==> src/rtl/pulse_train_tx.sv <==
//==============================================================================
// pulse_train_tx : emits exactly N clean high/low pulses per accepted request.
// Optional abort feature: PULSE_TRAIN_ABORT_EN.               Rev 1.0
//==============================================================================
`default_nettype none

module pulse_train_tx #(
    parameter int CNT_W    = 8,
    parameter int HIGH_CYC = 1,
    parameter int LOW_CYC  = 1
) (
    input  logic             clock,
    input  logic             reset,
    input  logic             req_valid,
    input  logic [CNT_W-1:0] req_count,
`ifdef PULSE_TRAIN_ABORT_EN
    input  logic             abort,
    output logic             aborted,
`endif
    output logic             req_ready,
    output logic             aout,
    output logic             busy,
    output logic             done,
    output logic [CNT_W-1:0] remaining
);

    localparam int PH_MAX = (HIGH_CYC > LOW_CYC) ? HIGH_CYC : LOW_CYC;
    localparam int PH_W   = $clog2(PH_MAX) + 1;
    localparam logic [PH_W-1:0] HIGH_LAST = PH_W'(HIGH_CYC - 1);
    localparam logic [PH_W-1:0] LOW_LAST  = PH_W'(LOW_CYC - 1);

    typedef enum logic [1:0] {
        IDLE = 2'd0,
        HIGH = 2'd1,
        LOW  = 2'd2
    } state_t;

    state_t           state;
    state_t           state_nx;
    logic [PH_W-1:0]  phase;
    logic [PH_W-1:0]  phase_nx;
    logic [CNT_W-1:0] remaining_nx;
    logic             done_nx;
    logic             aout_nx;
    logic             busy_nx;
    logic             ready_nx;
    logic             accept;

    assign accept = req_valid && req_ready;

`ifdef PULSE_TRAIN_ABORT_EN
    logic aborted_nx;
    logic abort_hit;

    assign abort_hit = abort && (state != IDLE);
`endif

    always_comb begin
        state_nx     = state;
        phase_nx     = phase;
        remaining_nx = remaining;
        done_nx      = 1'b0;
`ifdef PULSE_TRAIN_ABORT_EN
        aborted_nx   = 1'b0;
`endif
        case (state)
            IDLE: begin
                if (accept) begin
                    if (req_count == '0) begin
                        done_nx = 1'b1;
                    end else begin
                        state_nx     = HIGH;
                        phase_nx     = '0;
                        remaining_nx = req_count;
                    end
                end
            end
            HIGH: begin
                // Pulse counts as completed once its high phase ends.
                if (phase == HIGH_LAST) begin
                    state_nx     = LOW;
                    phase_nx     = '0;
                    remaining_nx = remaining - CNT_W'(1);
                end else begin
                    phase_nx = phase + PH_W'(1);
                end
            end
            LOW: begin
                if (phase == LOW_LAST) begin
                    phase_nx = '0;
                    if (remaining != '0) begin
                        state_nx = HIGH;
                    end else begin
                        state_nx = IDLE;
                        done_nx  = 1'b1;
                    end
                end else begin
                    phase_nx = phase + PH_W'(1);
                end
            end
            default: begin
                state_nx = IDLE;
                phase_nx = '0;
            end
        endcase
`ifdef PULSE_TRAIN_ABORT_EN
        // Abort overrides everything, including a coincident completion.
        if (abort_hit) begin
            state_nx     = IDLE;
            phase_nx     = '0;
            remaining_nx = remaining;
            done_nx      = 1'b0;
            aborted_nx   = 1'b1;
        end
`endif
        aout_nx  = (state_nx == HIGH);
        busy_nx  = (state_nx != IDLE);
        ready_nx = (state_nx == IDLE);
    end

    always_ff @(posedge clock or posedge reset) begin
        if (reset) begin
            state     <= IDLE;
            phase     <= '0;
            remaining <= '0;
            done      <= 1'b0;
            aout      <= 1'b0;
            busy      <= 1'b0;
            req_ready <= 1'b0;
        end else begin
            state     <= state_nx;
            phase     <= phase_nx;
            remaining <= remaining_nx;
            done      <= done_nx;
            aout      <= aout_nx;
            busy      <= busy_nx;
            req_ready <= ready_nx;
        end
    end

`ifdef PULSE_TRAIN_ABORT_EN
    always_ff @(posedge clock or posedge reset) begin
        if (reset) begin
            aborted <= 1'b0;
        end else begin
            aborted <= aborted_nx;
        end
    end
`endif

endmodule

`default_nettype wire

==> config.mk <==
export PLATFORM = sky130hd
export DESIGN_NAME = pulse_train_tx
export DESIGN_NICKNAME = d
export VERILOG_FILES = /design/src/rtl/pulse_train_tx.sv
export SDC_FILE = /design/constraint.sdc
export NUM_CORES = 1
export LEC_CHECK = 0
export ABC_AREA = 1
export CAP_MARGIN = 5
export CELL_PAD_IN_SITES_DETAIL_PLACEMENT = 0
export CELL_PAD_IN_SITES_GLOBAL_PLACEMENT = 1
export CORE_ASPECT_RATIO = 0.9
export CORE_MARGIN = 2
export CORE_UTILIZATION = 31
export DETAILED_ROUTE_END_ITERATION = 12
export GPL_TIMING_DRIVEN = 0
export PLACE_DENSITY_LB_ADDON = 0.1
export SYNTH_ARGS = -nofsm -noshare
export SYNTH_HDL_FRONTEND = slang
export SYNTH_SLANG_ARGS = --single-unit
==> constraint.sdc <==
create_clock -name clock -period 1.6 [get_ports clock]
set_input_delay 0.32 -clock clock [delete_from_list [all_inputs] [get_ports clock]]
set_output_delay 0.32 -clock clock [all_outputs]
set_load 0.02 [all_outputs]
**Word-level counts from Yosys, hierarchy flattened**

Cells that the tools add are included.

- $add $sub $neg: 2
- Equal/unequal tests: 6
- Muxes and demuxes: 19
- Reduce and logical (&&, ||, !) cells: 10

Operator list:

| kind | number |
|---|---|
| two-way mux 8 bit | 3 |
| one-hot mux 8 bit (2 select lines) | 1 |
| zero test 8 bit | 1 |
| two-way mux 1 bit | 8 |
| two-way mux 2 bit | 4 |
| nonzero test 8 bit | 1 |
| subtractor 8 x 1 -> 8 bit, second input constant | 1 |
| != test 2 bit, second input constant | 3 |
| one-hot mux 2 bit (3 select lines) | 1 |
| == test 2 x 1 -> 1 bit, second input constant | 2 |
| zero test 2 bit | 2 |
| one-hot mux 1 bit (2 select lines) | 2 |
| AND reduction 4 bit | 1 |
| nonzero test 2 bit | 2 |
| == test 2 bit, second input constant | 1 |
| AND reduction 2 bit | 1 |
| OR reduction 2 bit | 1 |
| adder 1 bit, second input constant | 1 |
| logical AND 1 bit | 1 |

- Register bits after elaboration: 15
- Input bits: 11
- Output and inout bits: 12
- Word-level logic and storage cells: 44

**Logic depth before layout (Yosys ltp)**

Gate-level depths: netlist of run 1.

- Word-level depth: 5
- Gate-level depth with buffers: 8

**Least setup slack after synthesis of run 1**

OpenSTA, ideal clock, no wires.

- Path kind: reg-to-reg
- Start: reg remaining[0]
- End: reg remaining[2]
- Library setup time: 0.117 ns
- Data arrival time: 1.260 ns
- Required time: 1.483 ns
- Path slack: 0.223 ns
- Stages on the path, launching flop included: 9
- Path buffers: 0
- Clock period less this slack: 1.377 ns
- Path through: dfrtp_1 inv_1 ha_1 inv_1 nor2_1 o21ai_0 nand2_1 nand2_1 nand2_1

- Cells in the longest elaborated chain, start to end: 3

Ends and longest elaborated chain:

| element | line | RTL |
|---|---|---|
| from (decl) | 24 | `output logic [CNT_W-1:0] remaining` |
| from (signal assigned) | 133 | `remaining <= remaining_nx;` |
| subtractor 8 x 1 -> 8 bit | 83 | `remaining_nx = remaining - CNT_W'(1);` |
| two-way mux 8 bit | 80 | `if (phase == HIGH_LAST) begin` |
| one-hot mux 8 bit (2 select lines) | 66 | `case (state)` |

Every way passes these cells. The select of a mux whose other input is x is not followed.
A chain may end at the register's enable or synchronous reset.

**Worst setup path after layout of run 1**

- Start: reg done
- End: out done

RTL lines:

| element | line | RTL |
|---|---|---|
| from (decl) | 23 | `output logic done,` |
| from (signal assigned) | 134 | `done <= done_nx;` |

No word-level cell between the ends.

==> results.yml, run 1 <==
clocking:
  cts.path.max_buffers: 2
  clkSinkCount: 14
  clk_latency_ns: 0.27
  clk_pin_slew_ns: 0.08
  cts_max_level: 1
  hold_buffers: 0
  cts-root-buf: "clkbuf_4"
  cts_tree: "done"
  cts_buffers: 3
die:
  start_util_pct: 32.2
  dieArea_mm2: 0.00325
  die_h_um: 54.2
  die_x_um: 59.8
  num_rows: 18
  pin_count: 23
  core_mm2: 0.00270
global_route:
  grt_max_degree: 15
  antenna_found_initial: 0
  grt.total_usage_pct: 16.0
  overflow: 0
  grt_pass1_vias: 835
  grt_pass1_wl_um: 3700
yosys:
  syn_area_um2: 870
  synthArstFlopShare_pct: 100
  synth_top_area_share_pct: 40.3
  synth_top_cell_by_area: "dfrtp_1"
  yosys_register_bits: 14
  yosysSeqAreaShare_pct: 40.3
  synth_edf_count: 0
  synth_area_leaders: "dfrtp_1, nand3_1, nand2_1"
  yosysWarnings: 0
  synthTopCellsByCount: "nand2_1, nand3_1, dfrtp_1"
  synthFlopType: "dfrtp_1"
  netlist_instances: 117
  synth_fp_nets: 130
  synth.distinct_cells: 19
  post-synth-top-count-cell: "nand2_1"
  syn_avg_cell_area_um2: 7.43
route:
  dr.pass1.iters: 4
  drt_iter0_drc: 18
  viasPerCell: 4.86
  wl_um: 2090
  wl_per_cell_um: 12.1
  vias: 836
  drc_errors: 0
  postRouteAntennaNets: 0
critical_path:
  cp_top_family: "buffers and inverters"
  cp_data_required_time_ns: 1.28
  crit_chain: "clkdlybuf4s50_1"
  cp.arrival_ns: 1.19
  cp_max_fo: 1
  crit_type: "reg -> out"
  reg2reg_setup_slack_ns: 0.21
  worstSetupStartpointType: "register"
  cp-end-kind: "primary output"
  reg2regPathDepth: 7
  r2r-end: "busy$_DFF_PP0_"
  slowest_delay_ns: 0.59
  r2r-start: "remaining[0]$_DFFE_PP0P_"
  critPathSlowestCell: "clkdlybuf4s50_1"
  critPathBufInv: 1
power_and_ir_drop:
  total_power_uw: 597
  leakagePower_nw: 0.550
  vdd_drop_max_v: 0.000405
  p_per_area_mw_per_mm2: 523
sta:
  finalCritPeriodShare_pct: 94.6
  finClkSkew_ns: 0.000583
  rsz0062_at_grt: "no"
  setup_viol: 0
  post-route-min-period_ns: 1.51
  worst_pin_slew_ns: 0.557
  max_freq_mhz: 660
  finalHoldViolCount: 0
  slew_headroom_pct: 62.8
  finalMaxSlewViolations: 0
hold_path:
  hp-class: "in -> async"
placed_design:
  place.gp.congestion: 0.776
  dp_cells: 169
  portBuffers: 22
  place_hpwl_um: 1640
finish:
  fillers: 290
  antennaDiodeCount: 0
  multiInputGateArea_um2: 445
  area_growth_pct: 31.4
  register_area_um2: 350
  stdcell_count: 172
  drive_above_1_share_pct: 14.1
  nets: 157
job:
  maxCapViolCount: 0
status:
  status: "completed"
==> layout make-up <==
type / instances / area share [%]
well taps: 30 / 3.29
repair buffers: 22 / 18.6
inverters: 16 / 5.48
flip-flops and latches: 14 / 30.7
clock buffers: 3 / 1.97
plain buffers: 1 / 0.986
multi-input cells: 86 / 39.0
==> layout by cell type (no fill, tap or decap) <==
master / n
inv_1: 12
nand3_1: 24
nor2_1: 13
o21ai_2: 3
o21ai_4: 1
a21oi_1: 1
buf_6: 1
clkdlybuf4s50_1: 13
o21ai_0: 4
dlymetal6s2s_1: 1
nand4_2: 1
dlygate4sd2_1: 8
ha_1: 2
nor2_2: 3
clkbuf_4: 3
inv_2: 3
nand4_1: 1
inv_4: 1
nand2_2: 3
nand3b_1: 2
nand2_1: 27
nor2_4: 1
dfrtp_1: 14
==> sequential cells by signal (all words and copies together) (netlist names) <==
name,cells
aout,1
busy,1
done,1
remaining,8
req_ready,1
state,2
==> what timing repair did <==
item	in CTS	in global routing
resized for setup	8	1
endpoints found under the setup margin	8	1
setup buffers	0	0
pin swaps	0	0
==> worst register-to-register path, stage by stage, from the launching register on <==
cell and delay, ns:
dfrtp_1 0.44, inv_1 0.12, ha_1 0.16, nand3_1 0.13
o21ai_2 0.20, nand2_2 0.10, nor2_2 0.11, inv_2 0.03
==> where the power goes <==
group	internal (mW)	total [mW]	switching, mW
sequential	0.353	0.353	0
combinational	0.0268	0.0482	0.0214
clock	0.0872	0.196	0.108
==> metrics by stage <==
stage               setup TNS, ns  hold WS [ns]  setup WS (ns)  instance area, um^2  util (%)
finish                          0         0.392         0.0858                 1140      42.3
global route                    0         0.458         0.0321                 1140      42.3
CTS                             0         0.421         0.0403                 1140      42.2
detailed placement         -0.222         0.568        -0.0637                 1130      41.7
global placement           -0.272         0.556        -0.0833                 1130      41.7
floorplan                       0         0.209          0.223                  870         -
==> cell families (layout without fill, tap and decap cells) <==
family	after synthesis	in the layout	share of synthesized area, %
and+or+nand+nor	75	75	40.6
buffers and inverters	17	42	8.49
DFF	14	14	40.3
AOI/OAI and AO/OA	9	9	7.77
adders and majority gates	2	2	2.88
==> how the worst max path moves through the flow <==
stage | from | to | slack, ns | depth (start not counted)
finish | done$_DFF_PP0_ | done | 0.09 | 1
global route | busy$_DFF_PP0_ | busy | 0.03 | 1
CTS | req_ready$_DFF_PP0_ | req_ready | 0.04 | 1
detailed placement | req_count[4] | remaining[1]$_DFFE_PP0P_ | -0.06 | 7
global placement | req_count[4] | remaining[1]$_DFFE_PP0P_ | -0.08 | 7
floorplan | remaining[0]$_DFFE_PP0P_ | remaining[2]$_DFFE_PP0P_ | 0.22 | 8
==> layer usage <==
| metal | part of all wire, % | track usage, % | wire, um | up-vias |
|---|---|---|---|---|
| met5 | 0 | 0 | 0 | - |
| met4 | 0.72 | 3.33 | 15 | 0 |
| met3 | 5.6 | 4.96 | 117 | 2 |
| met2 | 46 | 26.4 | 952 | 17 |
| met1 | 48 | 20.7 | 1000 | 385 |
| li1 | - | - | - | 432 |
(Power assumes the default switching activity.)
==> run 2, diff against run 1 <==
--- a/config.mk
+++ b/config.mk
@@ -15,6 +15,7 @@
 export DETAILED_ROUTE_END_ITERATION = 12
 export GPL_TIMING_DRIVEN = 0
 export PLACE_DENSITY_LB_ADDON = 0.1
+export SKIP_CTS_REPAIR_TIMING = 1
 export SYNTH_ARGS = -nofsm -noshare
 export SYNTH_HDL_FRONTEND = slang
 export SYNTH_SLANG_ARGS = --single-unit
==> run 2 against run 1 <==
Clock-buffer cell count stayed put. Cell count unchanged. Combinational power is essentially flat. Maximum frequency is essentially flat. Register-to-register slack better by 0.02 ns. Flip-flop and latch count did not move. Largest power group unchanged.
==> results.yml, run 2 (same netlist as run 1, synthesis figures left out) <==
status:
  status: "completed"
sta:
  finalHoldViolCount: 0
  worst_pin_slew_ns: 0.566
  slew_headroom_pct: 62.2
  fin_ws_ns: 0.0872
  finalCritPeriodShare_pct: 94.5
  post-route-min-period_ns: 1.51
  rsz0062_at_grt: "no"
  max_freq_mhz: 661
  setup_tns_ns: 0
  setup_viol: 0
  finClkSkew_ns: 0.00184
  finalMaxSlewViolations: 0
critical_path:
  cp_data_required_time_ns: 1.28
  critPathBufInv: 1
  crit_chain: "clkdlybuf4s50_1"
  worstSetupStartpointType: "register"
  crit_type: "reg -> out"
  cp_top_family: "buffers and inverters"
  cp.arrival_ns: 1.19
  cp_max_fo: 1
  cp-end-kind: "primary output"
  slowest_delay_ns: 0.59
  critPathSlowestCell: "clkdlybuf4s50_1"
global_route:
  grt_max_degree: 15
  grt_pass1_vias: 835
  overflow: 0
  grt.total_usage_pct: 16.0
  antenna_found_initial: 0
  grt_pass1_wl_um: 3700
clocking:
  cts.path.max_buffers: 2
  cts-root-buf: "clkbuf_4"
  clk_pin_slew_ns: 0.08
  clkSinkCount: 14
  cts_tree: "done"
  cts_max_level: 1
  cts_buffers: 3
  clk_latency_ns: 0.27
die:
  pin_count: 23
  start_util_pct: 32.2
  num_rows: 18
  die_h_um: 54.2
  dieArea_mm2: 0.00325
  die_x_um: 59.8
  core_mm2: 0.00270
finish:
  area_growth_pct: 34.8
  largest_reg_flops: 8
  reg.largest.list: "remaining (8), state (2)"
  drive_above_1_share_pct: 14.1
  nets: 157
  layout_common_cells: "nand2_1, nand3_1, dfrtp_1"
  fillers: 291
  largest_register: "remaining"
  antennaDiodeCount: 0
  final_common_cell: "nand2_1"
  fin_area_mm2: 0.00117
route:
  wl_per_cell_um: 12.1
  drc_errors: 0
  viasPerCell: 4.83
  drt_iter0_drc: 11
  postRouteAntennaNets: 0
  dr.pass1.iters: 4
  vias: 830
  wl_um: 2080
power_and_ir_drop:
  p_per_area_mw_per_mm2: 509
  leakagePower_nw: 0.600
  vdd_drop_max_v: 0.000410
hold_path:
  hp-class: "in -> async"
placed_design:
  portBuffers: 22
  detailedPlace.worstSlack_ns: -0.0637
  post_dp_cell_area_mm2: 0.00113
  place.gp.congestion: 0.776
  place_hpwl_um: 1640
job:
  maxCapViolCount: 0
## run 2: layout make-up
| type | instances | area (um^2) | area share, % |
|---|---|---|---|
| Buffer | 1 | 11.3 | 0.961 |
| Clock buffer | 3 | 22.5 | 1.92 |
| Inverter | 16 | 62.6 | 5.34 |
| Multi-Input combinational cell | 86 | 445 | 38.0 |
| Sequential cell | 14 | 350 | 29.9 |
| Tap cell | 30 | 37.5 | 3.20 |
| Timing Repair Buffer | 22 | 243 | 20.7 |
## run 2: worst paths after layout
check | startpoint | to | slack [ns] | cells after the start
min in group clock | state[1]$_DFF_PP0_ | state[1]$_DFF_PP0_ | 0.58 | 1
hold / removal | reset | aout$_DFF_PP0_ | 0.40 | 2
hold reg to reg | state[1]$_DFF_PP0_ | state[1]$_DFF_PP0_ | 0.58 | 1
setup / recovery | done$_DFF_PP0_ | done | 0.09 | 1
setup reg to reg | remaining[0]$_DFFE_PP0P_ | remaining[2]$_DFFE_PP0P_ | 0.23 | 8
max in group asynchronous | reset | remaining[4]$_DFFE_PP0P_ | 0.83 | 2
## run 2: power breakdown
part | internal [mW] | total [mW] | switching, mW
clock | 0.0871 | 0.196 | 0.108
combinational | 0.0268 | 0.0481 | 0.0213
sequential | 0.353 | 0.353 | 0
## run 2: per-stage QoR
stage / hold WS (ns) / instances / power (mW) / utilization [%]
3_5_place_dp: 0.568 / 169 / 0.410 / 41.7
2_1_floorplan: 0.209 / 117 / 0.377 / -
6_report: 0.397 / 172 / 0.597 / 43.4
5_1_grt: 0.458 / 172 / 0.635 / 43.4
4_1_cts: 0.421 / 172 / 0.609 / 42.5
3_3_place_gp: 0.556 / 169 / 0.410 / 41.7
## run 2: layer usage
metal,track usage (%),vias to the layer above,part of all wire [%]
met5,0,-,0
met4,3.33,0,0.72
met3,4.96,2,4.7
met2,26.4,15,46
met1,20.7,379,48
li1,-,434,-
